<file path="config.mk">
export PLATFORM = sky130hd
export DESIGN_NAME = bird_motion_ctrl
export DESIGN_NICKNAME = d
export VERILOG_FILES = /design/src/rtl/bird_motion_ctrl.sv
export SDC_FILE = /design/constraint.sdc
export NUM_CORES = 1
export LEC_CHECK = 0
export ABC_CLOCK_PERIOD_IN_PS = 6200
export CELL_PAD_IN_SITES_DETAIL_PLACEMENT = 1
export CELL_PAD_IN_SITES_GLOBAL_PLACEMENT = 1
export CORE_ASPECT_RATIO = 0.9
export CORE_MARGIN = 8
export CORE_UTILIZATION = 37
export DETAILED_ROUTE_END_ITERATION = 7
export PLACE_DENSITY = 0.81
export SLEW_MARGIN = 5
export SYNTH_ARGS = -nofsm -noshare
export SYNTH_HDL_FRONTEND = slang
export SYNTH_SLANG_ARGS = --single-unit
</file>
<file path="constraint.sdc">
create_clock -name clock -period 6.2 [get_ports clock]
set_clock_uncertainty 0.2 [all_clocks]
set_input_delay 0.93 -clock clock [delete_from_list [all_inputs] [get_ports clock]]
set_output_delay 0.93 -clock clock [all_outputs]
set_load 0.05 [all_outputs]
</file>
<file path="src/rtl/bird_motion_ctrl.sv">
// rtl/bird_motion_ctrl.sv - per-frame bird position sequencer with IDLE/PLAYING/DEAD game FSM
module bird_motion_ctrl #(
    parameter int START_Y  = 236,
    parameter int FLOOR_Y  = 475,
    parameter int GRAVITY  = 1,
    parameter int FLAP_VEL = -8,
    parameter int MAX_FALL = 7,
    parameter int VEL_W    = 6
) (
    input  logic                    clock,
    input  logic                    reset_L,
    input  logic                    frame_tick,
    input  logic                    flap,
    input  logic                    start,
    input  logic                    collide,
    output logic [31:0]             bird_y,
    output logic signed [VEL_W-1:0] bird_vel,
    output logic                    playing,
    output logic                    game_over
);

    typedef enum logic [1:0] {IDLE, PLAYING, DEAD} state_t;

    localparam logic [9:0]              START_W = 10'(START_Y);
    localparam logic [9:0]              FLOOR_P = 10'(FLOOR_Y);
    localparam logic signed [11:0]      FLOOR_W = 12'(FLOOR_Y);
    localparam logic signed [VEL_W:0]   GRAV_W  = (VEL_W+1)'(GRAVITY);
    localparam logic signed [VEL_W:0]   MAXF_W  = (VEL_W+1)'(MAX_FALL);
    localparam logic signed [VEL_W-1:0] FLAP_W  = VEL_W'(FLAP_VEL);

    state_t                  state;
    logic [9:0]              y_q;
    logic                    flap_prev;
    logic                    flap_pend;

    logic                    flap_edge;
    logic                    flap_now;
    logic signed [VEL_W:0]   vel_inc;
    logic signed [VEL_W-1:0] vel_n;
    logic signed [11:0]      y_n;

    assign bird_y = {22'b0, y_q};

    // An edge arriving on the tick cycle itself still counts for that frame.
    always_comb begin
        flap_edge = flap & ~flap_prev;
        flap_now  = flap_pend | flap_edge;
        vel_inc   = {bird_vel[VEL_W-1], bird_vel} + GRAV_W;
        if (flap_now)
            vel_n = FLAP_W;
        else if (vel_inc > MAXF_W)
            vel_n = MAXF_W[VEL_W-1:0];
        else
            vel_n = vel_inc[VEL_W-1:0];
        y_n = $signed({2'b00, y_q}) + {{(12-VEL_W){vel_n[VEL_W-1]}}, vel_n};
    end

    always_ff @(posedge clock or negedge reset_L) begin
        if (!reset_L) begin
            state     <= IDLE;
            y_q       <= START_W;
            bird_vel  <= '0;
            playing   <= 1'b0;
            game_over <= 1'b0;
            flap_prev <= 1'b0;
            flap_pend <= 1'b0;
        end else begin
            flap_prev <= flap;
            case (state)
                IDLE: begin
                    y_q       <= START_W;
                    bird_vel  <= '0;
                    flap_pend <= 1'b0;
                    if (start) begin
                        state   <= PLAYING;
                        playing <= 1'b1;
                    end
                end
                PLAYING: begin
                    if (frame_tick) begin
                        flap_pend <= 1'b0;
                        if (y_n < 0) begin
                            // Ceiling is a hard stop, not a death.
                            y_q      <= '0;
                            bird_vel <= '0;
                        end else if (y_n >= FLOOR_W) begin
                            y_q      <= FLOOR_P;
                            bird_vel <= vel_n;
                        end else begin
                            y_q      <= y_n[9:0];
                            bird_vel <= vel_n;
                        end
                        if (collide || (y_n >= FLOOR_W)) begin
                            state     <= DEAD;
                            playing   <= 1'b0;
                            game_over <= 1'b1;
                        end
                    end else if (flap_edge) begin
                        flap_pend <= 1'b1;
                    end
                end
                DEAD: begin
                    flap_pend <= 1'b0;
                    if (start) begin
                        state     <= IDLE;
                        y_q       <= START_W;
                        bird_vel  <= '0;
                        game_over <= 1'b0;
                    end
                end
                default: begin
                    state     <= IDLE;
                    playing   <= 1'b0;
                    game_over <= 1'b0;
                end
            endcase
        end
    end

endmodule

</file>
==> results of run 1 <==
==> how the worst max path moves through the flow <==
stage,from,endpoint,slack [ps],cells after the start
after floorplan,bird_vel[0],bird_vel[1],1450,19
after global placement,flap,bird_vel[2],1180,14
after detailed placement,flap,bird_vel[1],920,12
after CTS,bird_vel[0],bird_vel[1],1040,18
after global routing,bird_vel[0],bird_vel[2],590,19
final,bird_vel[0],bird_vel[2],1020,20
==> area by class of cell <==
cell class              count  area (µm²)  share of cell area
clock buffers               3        41.3              0.0189
clock inverters             1        30.0              0.0137
inverters                  12        45.0              0.0206
multi-input cells         184        1190               0.545
flip-flops and latches     22         557               0.254
well taps                  67        83.8              0.0383
repair buffers             24         238               0.109
==> cell families after synthesis <==
family | count (synthesis) | synth area share
other cells | 1 | 0.00196
buf+inv | 42 | 0.127
xor+xnor | 8 | 0.0366
simple gates | 58 | 0.137
fa+ha+maj | 16 | 0.108
flops | 22 | 0.291
compound gates | 80 | 0.298
==> where the power goes <==
part,total (mW),switching [mW],internal [mW]
Clock,0.143,0.0562,0.0865
Sequential,0.248,0.0549,0.193
Combinational,0.733,0.479,0.254
==> critical path, cell delays in order, from the launching register on <==
cell	delay, ps
dfrtp_1	510
inv_1	90
ha_1	340
nor3_1	230
o21ai_0	120
a2bb2oi_1	190
nor2_1	100
o32a_1	250
a21oi_1	280
ha_1	300
a211oi_2	280
o31ai_4	130
o211ai_1	260
nand2_1	90
a21o_1	190
ha_1	360
nor3_1	530
nand2_1	250
o21ai_0	210
a21oi_1	90
o41ai_1	80
==> synthesized netlist by cell type (all sizes together) (2+ instances only) <==
cell type / number / area share
ha: 15 / 0.098
xnor2: 6 / 0.027
o41ai: 3 / 0.014
a22o: 3 / 0.014
nor2: 17 / 0.033
o211ai: 3 / 0.012
nor2b: 2 / 0.0065
nand2b: 2 / 0.0065
a21o: 5 / 0.020
buf: 24 / 0.091
clkbuf: 6 / 0.012
dfrtp: 17 / 0.22
o21ai: 18 / 0.047
o22ai: 2 / 0.0098
o31ai: 2 / 0.022
a22oi: 3 / 0.012
dfstp: 5 / 0.069
inv: 12 / 0.024
nand3: 3 / 0.0078
nor3: 4 / 0.010
xor2: 2 / 0.0091
o21a: 2 / 0.0078
a21boi: 2 / 0.0078
nor3b: 3 / 0.012
or3: 2 / 0.0065
nand2: 22 / 0.044
a21oi: 21 / 0.055
a31oi: 4 / 0.013
==> stage by stage <==
step | utilization | setup slack (ps) | hold slack [ps] | std cells | instance area (µm²)
after CTS | 0.427 | 1040 | 337 | 313 | 2190
after global routing | 0.427 | 592 | 377 | 313 | 2190
after detailed placement | 0.413 | 925 | 311 | 309 | 2120
final | 0.427 | 1020 | 340 | 313 | 2190
after global placement | 0.413 | 1180 | 311 | 309 | 2120
after floorplan | - | 1450 | 311 | 248 | 1990
==> state kept, by name (all words and copies together), names as in the netlist <==
register / flops
bird_vel: 6
flap_pend: 1
flap_prev: 1
game_over: 1
playing: 1
state: 2
y_q: 10
==> layer usage <==
metal,vias up,global-route usage,share of wire
met5,-,0,0
met4,0,0.0512,0.023
met3,11,0.0241,0.037
met2,39,0.234,0.46
met1,830,0.176,0.48
li1,808,-,-
==> qor.yml, run 1 <==
clk_pin_slew_worst_paths_ps: 90
first_global_vias: 1817
vertical_die_dimension_um: 84.3
crit-reg2reg-launch: "bird_vel[0]"
worst_ir_drop_vdd_mv: 0.223
synth_cell_types: 50
cellLeakagePower_nw: 0.944
route.vias.total: 1688
timing.max_cap.violations: 0
fin_crit_ps: 5180
track_usage: 0.140
antenna_violations_before_repair: 0
totalNegativeSetupSlack_ps: 0
worst_skew_pair.late_latency_ps: 280
fin_nets: 269
antenna-diode-count: 0
worst_setup_path_start_kind: "flip-flop"
synth-warning-count: 0
finalWirelength_um: 5300
timing.reg2reg.setup_slack_ps: 1020
grt_first_pass_wirelength_um: 9000
grt_overflow_total: 0
dp_hpwl_um: 4130
hold_path_startpoint: "y_q[8]"
grt_start_max_net_pins: 23
clock-sinks: 22
report.final.setup_viol: 0
tritoncts.num_buffers: 3
maxSlewViolCount: 0
clock.fmax_mhz: 193
clockRootBuffer: "clkbuf_8"
max-slew-margin-rel: 0.478
crit-reg2reg-capture: "bird_vel[2]"
die_width_um: 91.8
post_cts_buffers: 0
min_delay_path_depth: 1
drtAntennaViolNets: 0
rows: 25
htree_num_levels: 1
worst_r2r_path_depth: 20
fillCellCount: 636
most-common-layout-cells: "23 x clkdlybuf4s50_1, 22 x conb_1, 21 x a21oi_1, 21 x nand2_1"
synth_ff_type: "dfrtp_1"
outcome: "complete, no violations"
drtPass1Iterations: 5
setup.worst_path.end_class: "flip-flop"
hold_viol: 0
cts_hold_buffers: 0
cts_buffer_depth: 2
synthArstFlopShare: 1.00
ys_seq_area_frac: 0.291
hold_path_end: "y_q[8]"
initial_core_utilization: 0.373
core_um2: 5130
tritoncts: "built"
post_synth.cell_area_avg_um2: 8.44
worstHoldPathType: "flip-flop to flip-flop"
netlist_instances: 227
drtIter0Drc: 87
power.density_cell_area_nw_per_um2: 514
gp_routability_congestion: 0.875
port_buffers: 23
criticalPathCategory: "flip-flop to flip-flop"
design.portCount: 46
syn-cell-area_um2: 1920
total_power_mw: 1.12
cp.required_ps: 6170
synth-edff-count: 0
path_max_fanout: 10
dieArea_um2: 7740
slew_of_the_pin_with_the_lowest_slew_margin_ps: 781
drive_gt1_frac: 0.0650
ys_ff_latch: 22
arrival_ps: 5150
layout.cells.most_common: "clkdlybuf4s50_1"
cts_resized: 0
drt-vias-per-instance: 5.39
route.detailed.wl_per_inst_um: 16.9
layout_overhead_on_the_synthesized_area_pct: 14.2
grt_setup_unrepaired: "false"
detailed_route_drc_error_count: 0
final_min_period_over_clock_period: 0.836
Note: power is estimated with default switching activity, not from simulation.
==> run 2, diff against run 1 <==
ABC_CLOCK_PERIOD_IN_PS = 4400   (was 6200)
CORE_UTILIZATION = 33   (was 37)
PLACE_DENSITY = 0.76   (was 0.81)
clock period = 4.4 ns   (was 6.2 ns; I/O delays follow)
==> run 2 against run 1 <==
Compared with the run above: final cell count up 6.1%; fmax increased by 22%; register-to-register slack worse by 880 ps; die area is 9.9% higher; non-clock buffer count grew 16; hold slack got worse by 13 ps; combinational power up 64%; sequential share of layout area fell by 2.2 points; sequential power increased by 41%.
==> qor.yml, run 2 (same netlist as run 1, synthesis figures left out) <==
outcome: "complete, no violations"  # unchanged
path_max_fanout: 6  # was 10
grt_first_pass_wirelength_um: 9090  # was 9000 µm
cp_slowest_cell: "dfrtp_2"  # was nor3_1
setup.worst_path.end_class: "flip-flop"  # unchanged
cp.required_ps: 4360  # was 6170 ps
dieArea_um2: 8500  # was 7740 µm²
cts_buffer_depth: 2  # unchanged
route.detailed.wl_per_inst_um: 17.0  # was 16.9 µm
design.portCount: 46  # unchanged
dp_hpwl_um: 4300  # was 4130 µm
report.final.setup_viol: 0  # unchanged
design_area_um2: 2400  # was 2190 µm²
tritoncts: "built"  # unchanged
largest_register_ffs: 10  # unchanged
drtPass1Iterations: 4  # was 5
final_min_period_over_clock_period: 0.968  # was 0.836
drtIter0Drc: 32  # was 87
critical_path.startpoint: "bird_vel[0]"  # unchanged
clock-sinks: 22  # unchanged
port_buffers: 23  # unchanged
critical_path_buf_inv_count: 1  # unchanged
tritoncts.num_buffers: 3  # unchanged
antenna-diode-count: 0  # unchanged
clock.fmax_mhz: 235  # was 193 MHz
criticalPathCategory: "flip-flop to flip-flop"  # unchanged
placedCellCount: 319  # was 309
drtAntennaViolNets: 0  # unchanged
timing.max_cap.violations: 0  # unchanged
total_power_mw: 1.75  # was 1.12 mW
clk_pin_slew_worst_paths_ps: 90  # about the same
hold_path_startpoint: "y_q[8]"  # unchanged
layout.core_utilization: 0.427  # about the same
largestRegisters: "y_q: 10 flops, bird_vel: 6 flops, state: 2 flops"  # unchanged
timing.critical_path.cells: "inv_1, ha_1, nor3_2, o21ai_0, a2bb2oi_2, nor2_2, o32a_1, a21oi_1, ha_2, nor2_1, o31ai_4, o211ai_1, nand2_1, a21o_1, ha_4, nor3_4, nand2_2, o41ai_1"  # was inv_1, ha_1, nor3_1, o21ai_0, a2bb2oi_1, nor2_1, o32a_1, a21oi_1, ha_1, a211oi_2, o31ai_4, o211ai_1, nand2_1, a21o_1, ha_1, nor3_1, nand2_1, o21ai_0, a21oi_1, o41ai_1
finalWirelength_um: 5640  # was 5300 µm
gp_routability_congestion: 0.849  # was 0.875
initial_core_utilization: 0.340  # was 0.373
worst_skew_pair.late_latency_ps: 270  # was 280 ps
drt-vias-per-instance: 5.13  # was 5.39
final-instance-count-excl-fill: 332  # was 313
drive_gt1_frac: 0.191  # was 0.0650
grt_overflow_total: 0  # unchanged
slew_of_the_pin_with_the_lowest_slew_margin_ps: 749  # was 781 ps
worstHoldPathType: "flip-flop to flip-flop"  # unchanged
grt_start_max_net_pins: 23  # unchanged
timing.reg2reg.setup_slack_ps: 140  # was 1020 ps
totalNegativeSetupSlack_ps: 0  # unchanged
vertical_die_dimension_um: 88.3  # was 84.3 µm
fin_crit_ps: 4260  # was 5180 ps
dpl-instance-area_um2: 2200  # was 2120 µm²
detailed_route_drc_error_count: 0  # unchanged
register_with_the_highest_flop_count: "y_q"  # unchanged
clockRootBuffer: "clkbuf_8"  # unchanged
power.density_cell_area_nw_per_um2: 727  # was 514 nW/µm²
grt_setup_unrepaired: "true"  # was false
rows: 26  # was 25
max-slew-margin-rel: 0.499  # was 0.478
die_width_um: 96.3  # was 91.8 µm
most-common-layout-cells: "23 x clkdlybuf4s50_1, 22 x conb_1, 20 x nand2_1"  # was 23 x clkdlybuf4s50_1, 22 x conb_1, 21 x a21oi_1, 21 x nand2_1
fillCellCount: 661  # was 636
route.vias.total: 1703  # was 1688
antenna_violations_before_repair: 0  # unchanged
track_usage: 0.134  # was 0.140
first_global_vias: 1784  # was 1817
layout.cells.most_common: "clkdlybuf4s50_1"  # unchanged
arrival_ps: 4220  # was 5150 ps
fin_nets: 285  # was 269
critPathTopFamily: "compound AO/OA/AOI/OAI gates"  # unchanged
layout_overhead_on_the_synthesized_area_pct: 25.5  # was 14.2%
worst_setup_path_start_kind: "flip-flop"  # unchanged
htree_num_levels: 1  # unchanged
worst_ir_drop_vdd_mv: 0.373  # was 0.223 mV
hold_viol: 0  # unchanged
cp_slowest_stage_delay_ps: 410  # was 530 ps
multi_input_area_um2: 1280  # was 1190 µm²
cellLeakagePower_nw: 1.04  # was 0.944 nW
core_um2: 5630  # was 5130 µm²
cts_hold_buffers: 0  # unchanged
maxSlewViolCount: 0  # unchanged
crit-reg2reg-launch: "bird_vel[0]"  # unchanged
ff_latch_area_um2: 559  # was 557 µm²
## run 2: power breakdown
group | switching [mW] | total, mW | leakage (nW) | internal, mW
clock | 0.0764 | 0.198 | 0.0357 | 0.122
combinational | 0.742 | 1.20 | 0.730 | 0.460
sequential | 0.0756 | 0.349 | 0.272 | 0.273
## run 2: layout make-up
type | instances | share of cell area
Clock buffer | 3 | 0.0172
Clock inverter | 1 | 0.0125
Inverter | 12 | 0.0187
Multi-Input combinational cell | 184 | 0.534
Sequential cell | 22 | 0.233
Tap cell | 70 | 0.0364
Timing Repair Buffer | 40 | 0.149
## run 2: routing by layer
layer  up-vias  share of wire  global-route usage
met5         -              0                   0
met4         0         0.0087              0.0343
met3         4          0.023              0.0153
met2        24           0.50               0.227
met1       839           0.47               0.175
li1        836              -                   -
## run 2: stage by stage
step / hold WS, ps / worst slack (ps)
after floorplan: 164 / 69.6
after global placement: 302 / 149
after detailed placement: 307 / -65.6
after CTS: 333 / -19.3
after global routing: 352 / -60.0
final: 326 / 141
## run 2: path summary, 6_finish.rpt
kind | end | cells after the start
min in group asynchronous | y_q[4] | 2
worst max register to register | bird_vel[1] | 18
worst min register to register | y_q[8] | 1
worst max-delay path | bird_vel[1] | 18
max in group asynchronous | y_q[7] | 2
worst min-delay path | y_q[8] | 1
## run 2: timing repair
item	CTS	global route
buffers inserted	1	8
setup endpoints to repair	2	13
gates cloned	0	0
pin swaps	2	9
gates resized for setup	1	16
==> run 3, diff against run 2 <==
ABC_AREA = 1   (was default)
ABC_CLOCK_PERIOD_IN_PS = 3800   (was 4400)
CORE_UTILIZATION = 32   (was 33)
CTS_CLUSTER_DIAMETER = 50   (was default)
clock period = 3.8 ns   (was 4.4 ns; I/O delays follow)
==> run 3 against run 2 <==
Compared with the run above: fmax increased by 21%; sequential share of layout area down 0.47 points; final cell count is 20% higher; critical path depth up 4; design area rose by 2.1%; synthesized area is 4.7% higher; global-route usage decreased by 1.2 points; total power increased by 11%; highest routed layer unchanged.
==> qor.yml, run 3 <==
cellLeakagePower_nw: 1.31  # was 1.04 nW
worstHoldPathType: "flip-flop to flip-flop"  # unchanged
ys_ff_latch: 22  # unchanged
detailed_route_drc_error_count: 0  # unchanged
drt-vias-per-instance: 4.60  # was 5.13
clockRootBuffer: "clkbuf_8"  # unchanged
gr_layer_usage_met2: 0.206  # was 0.227
drtAntennaViolNets: 0  # unchanged
synthArstFlopShare: 1.00  # unchanged
gp_routability_congestion: 0.857  # was 0.849
antenna_violations_before_repair: 0  # unchanged
synth_ff_type: "dfrtp_1"  # unchanged
synth.top_cell.area_share: 0.212  # was 0.222
rows: 27  # was 26
worst_setup_path_start_kind: "flip-flop"  # unchanged
first_global_vias: 1948  # was 1784
design_area_um2: 2450  # was 2400 µm²
synth-edff-count: 0  # unchanged
largestRegisters: "y_q: 10 flops, bird_vel: 6 flops, state: 2 flops"  # unchanged
max-slew-margin-rel: 0.295  # was 0.499
timing.max_cap.violations: 0  # unchanged
register_with_the_highest_flop_count: "y_q"  # unchanged
tritoncts.num_buffers: 3  # unchanged
grt_overflow_total: 0  # unchanged
total_power_mw: 1.94  # was 1.75 mW
tritoncts: "built"  # unchanged
maxSlewViolCount: 0  # unchanged
worst_skew_pair.late_latency_ps: 260  # was 270 ps
most-common-layout-cells: "66 x nand2_1, 47 x inv_1, 23 x clkdlybuf4s50_1"  # was 23 x clkdlybuf4s50_1, 22 x conb_1, 20 x nand2_1
syn-cell-area_um2: 2010  # was 1920 µm²
drtPass1Iterations: 4  # unchanged
layout_overhead_on_the_synthesized_area_pct: 22.4  # was 25.5%
cp.required_ps: 3810  # was 4360 ps
track_usage: 0.122  # was 0.134
largest_register_ffs: 10  # unchanged
grt-busiest-layer: "met2"  # unchanged
synth-warning-count: 0  # unchanged
htree_num_levels: 1  # unchanged
route.vias.total: 1835  # was 1703
initial_core_utilization: 0.330  # was 0.340
timing.hold.ws_ps: 287  # was 326 ps
final_min_period_over_clock_period: 0.927  # was 0.968
grt_start_max_net_pins: 23  # unchanged
grt_first_pass_wirelength_um: 9210  # was 9090 µm
final-instance-count-excl-fill: 399  # was 332
outcome: "complete, no violations"  # unchanged
die_width_um: 99.5  # was 96.3 µm
antenna-diode-count: 0  # unchanged
timing.reg2reg.setup_slack_ps: 280  # was 140 ps
hold_viol: 0  # unchanged
arrival_ps: 3530  # was 4220 ps
report.final.setup_viol: 0  # unchanged
placedCellCount: 389  # was 319
route.detailed.wl_per_inst_um: 13.9  # was 17.0 µm
path_max_fanout: 8  # was 6
cts_buffer_depth: 2  # unchanged
synth_commonest_cells: "66 x nand2_1, 52 x inv_1, 22 x buf_4, 22 x nor2_1, 20 x nand3_1"  # was 22 x buf_4, 21 x a21oi_1, 21 x nand2_1, 17 x dfrtp_1, 17 x nor2_1
post-synth-top-area-cell: "dfrtp_1"  # unchanged
clock.fmax_mhz: 284  # was 235 MHz
post_synth.cell_area_avg_um2: 6.94  # was 8.44 µm²
drtIter0Drc: 70  # was 32
ys_seq_area_frac: 0.278  # was 0.291
dp_hpwl_um: 4530  # was 4300 µm
synth.most_common_cell: "nand2_1"  # was buf_4
gr-usage-met1: 0.156  # was 0.175
drive_gt1_frac: 0.190  # was 0.191
core_um2: 6080  # was 5630 µm²
criticalPathCategory: "flip-flop to flip-flop"  # unchanged
slew_of_the_pin_with_the_lowest_slew_margin_ps: 1050  # was 749 ps
ys_top_cells_by_area: "dfrtp_1 21%, nand2_1 12%, inv_1 9.7%"  # was dfrtp_1 22%, ha_1 9.8%, buf_4 8.6%
worst_ir_drop_vdd_mv: 0.381  # was 0.373 mV
setup.worst_path.end_class: "flip-flop"  # unchanged
design.portCount: 46  # unchanged
netlist_instances: 289  # was 227
use_met3: 0.0275  # was 0.0153
fin_nets: 350  # was 285
synth_cell_types: 30  # was 50
dieArea_um2: 9060  # was 8500 µm²
totalNegativeSetupSlack_ps: 0  # unchanged
port_buffers: 23  # unchanged
finalWirelength_um: 5570  # was 5640 µm
clk_pin_slew_worst_paths_ps: 80  # was 90 ps
vertical_die_dimension_um: 91.1  # was 88.3 µm
fin_crit_ps: 3520  # was 4260 ps
power.density_cell_area_nw_per_um2: 791  # was 727 nW/µm²
layout.cells.most_common: "nand2_1"  # was clkdlybuf4s50_1
dpl-instance-area_um2: 2290  # was 2200 µm²
clock-sinks: 22  # unchanged
## run 3: cell types whose count changed in the layout (fill, tap and decap cells not counted), sizes merged, moves of 5 or more
cell	before	now
a21o	5	0
a21oi	21	16
inv	12	55
nand2	22	75
nand3	3	24
nor2	17	24
o21ai	18	13
o22ai	2	7
xnor2	6	0
## run 3: layer usage
layer / share of wire / vias up / wire [µm]
li1: - / 938 / -
met1: 0.48 / 860 / 2680
met2: 0.48 / 33 / 2650
met3: 0.038 / 4 / 212
met4: 0.0047 / 0 / 26
met5: 0 / - / 0
## run 3: report_power, final
group          internal, mW  total (mW)  leakage (nW)  switching [mW]
logic                 0.451        1.34         0.994           0.887
clock network         0.141       0.221        0.0357          0.0802
registers             0.314       0.383         0.277          0.0690
## run 3: stage by stage
step                      utilization  worst slack [ps]
after floorplan                     -              44.6
after global placement          0.376               123
after detailed placement        0.376              40.2
after CTS                       0.388              57.3
after global routing            0.404             -10.7
final                           0.404               277
## run 3: worst paths after layout
kind                                  start           to  depth (start not counted)
max in group asynchronous           reset_L  bird_vel[1]                          1
worst min-delay path                playing      playing                          2
worst max-delay path            bird_vel[2]    game_over                         22
worst min register to register      playing      playing                          2
min in group asynchronous           reset_L  bird_vel[0]                          1
worst max register to register  bird_vel[2]    game_over                         22
## run 3: cell families after synthesis
logic type / count (synthesis) / share of synthesized area
adders and majority gates: 16 / 0.104
other: 1 / 0.00187
and+or+nand+nor: 131 / 0.307
xor gates and xnor gates: 4 / 0.0212
DFF: 22 / 0.278
buffers and inverters: 78 / 0.188
AOI/OAI and AO/OA: 37 / 0.101
## run 3: area by class of cell
class                   instances  area (µm²)
clock buffers                   3        41.3
inverters                      55         209
clock inverters                 1        30.0
fillers                       787        3630
repair buffers                 36         328
well taps                      72        90.1
multi-input cells             210        1200
flip-flops and latches         22         559
## run 3: what timing repair did
item,CTS,global route
resized for setup,0,22
setup buffers,0,6
endpoints found under the hold margin,0,0
setup endpoints to repair,0,18
hold buffers,0,0
## run 3: critical path, cell delays in order (launching register included)
cell	delay (ps)
dfrtp_1	420
nand3_1	150
nor3_2	180
xor2_1	210
nand3_2	110
o21ai_4	220
inv_2	70
o21ai_2	130
inv_1	60
ha_1	190
inv_1	80
fa_2	430
inv_1	80
nand2_1	60
nand2_1	60
nand3_1	70
o21ai_1	160
nand3_2	110
nand3_4	130
nand2_4	60
nand2_4	70
nand4_1	130
nand2_1	100
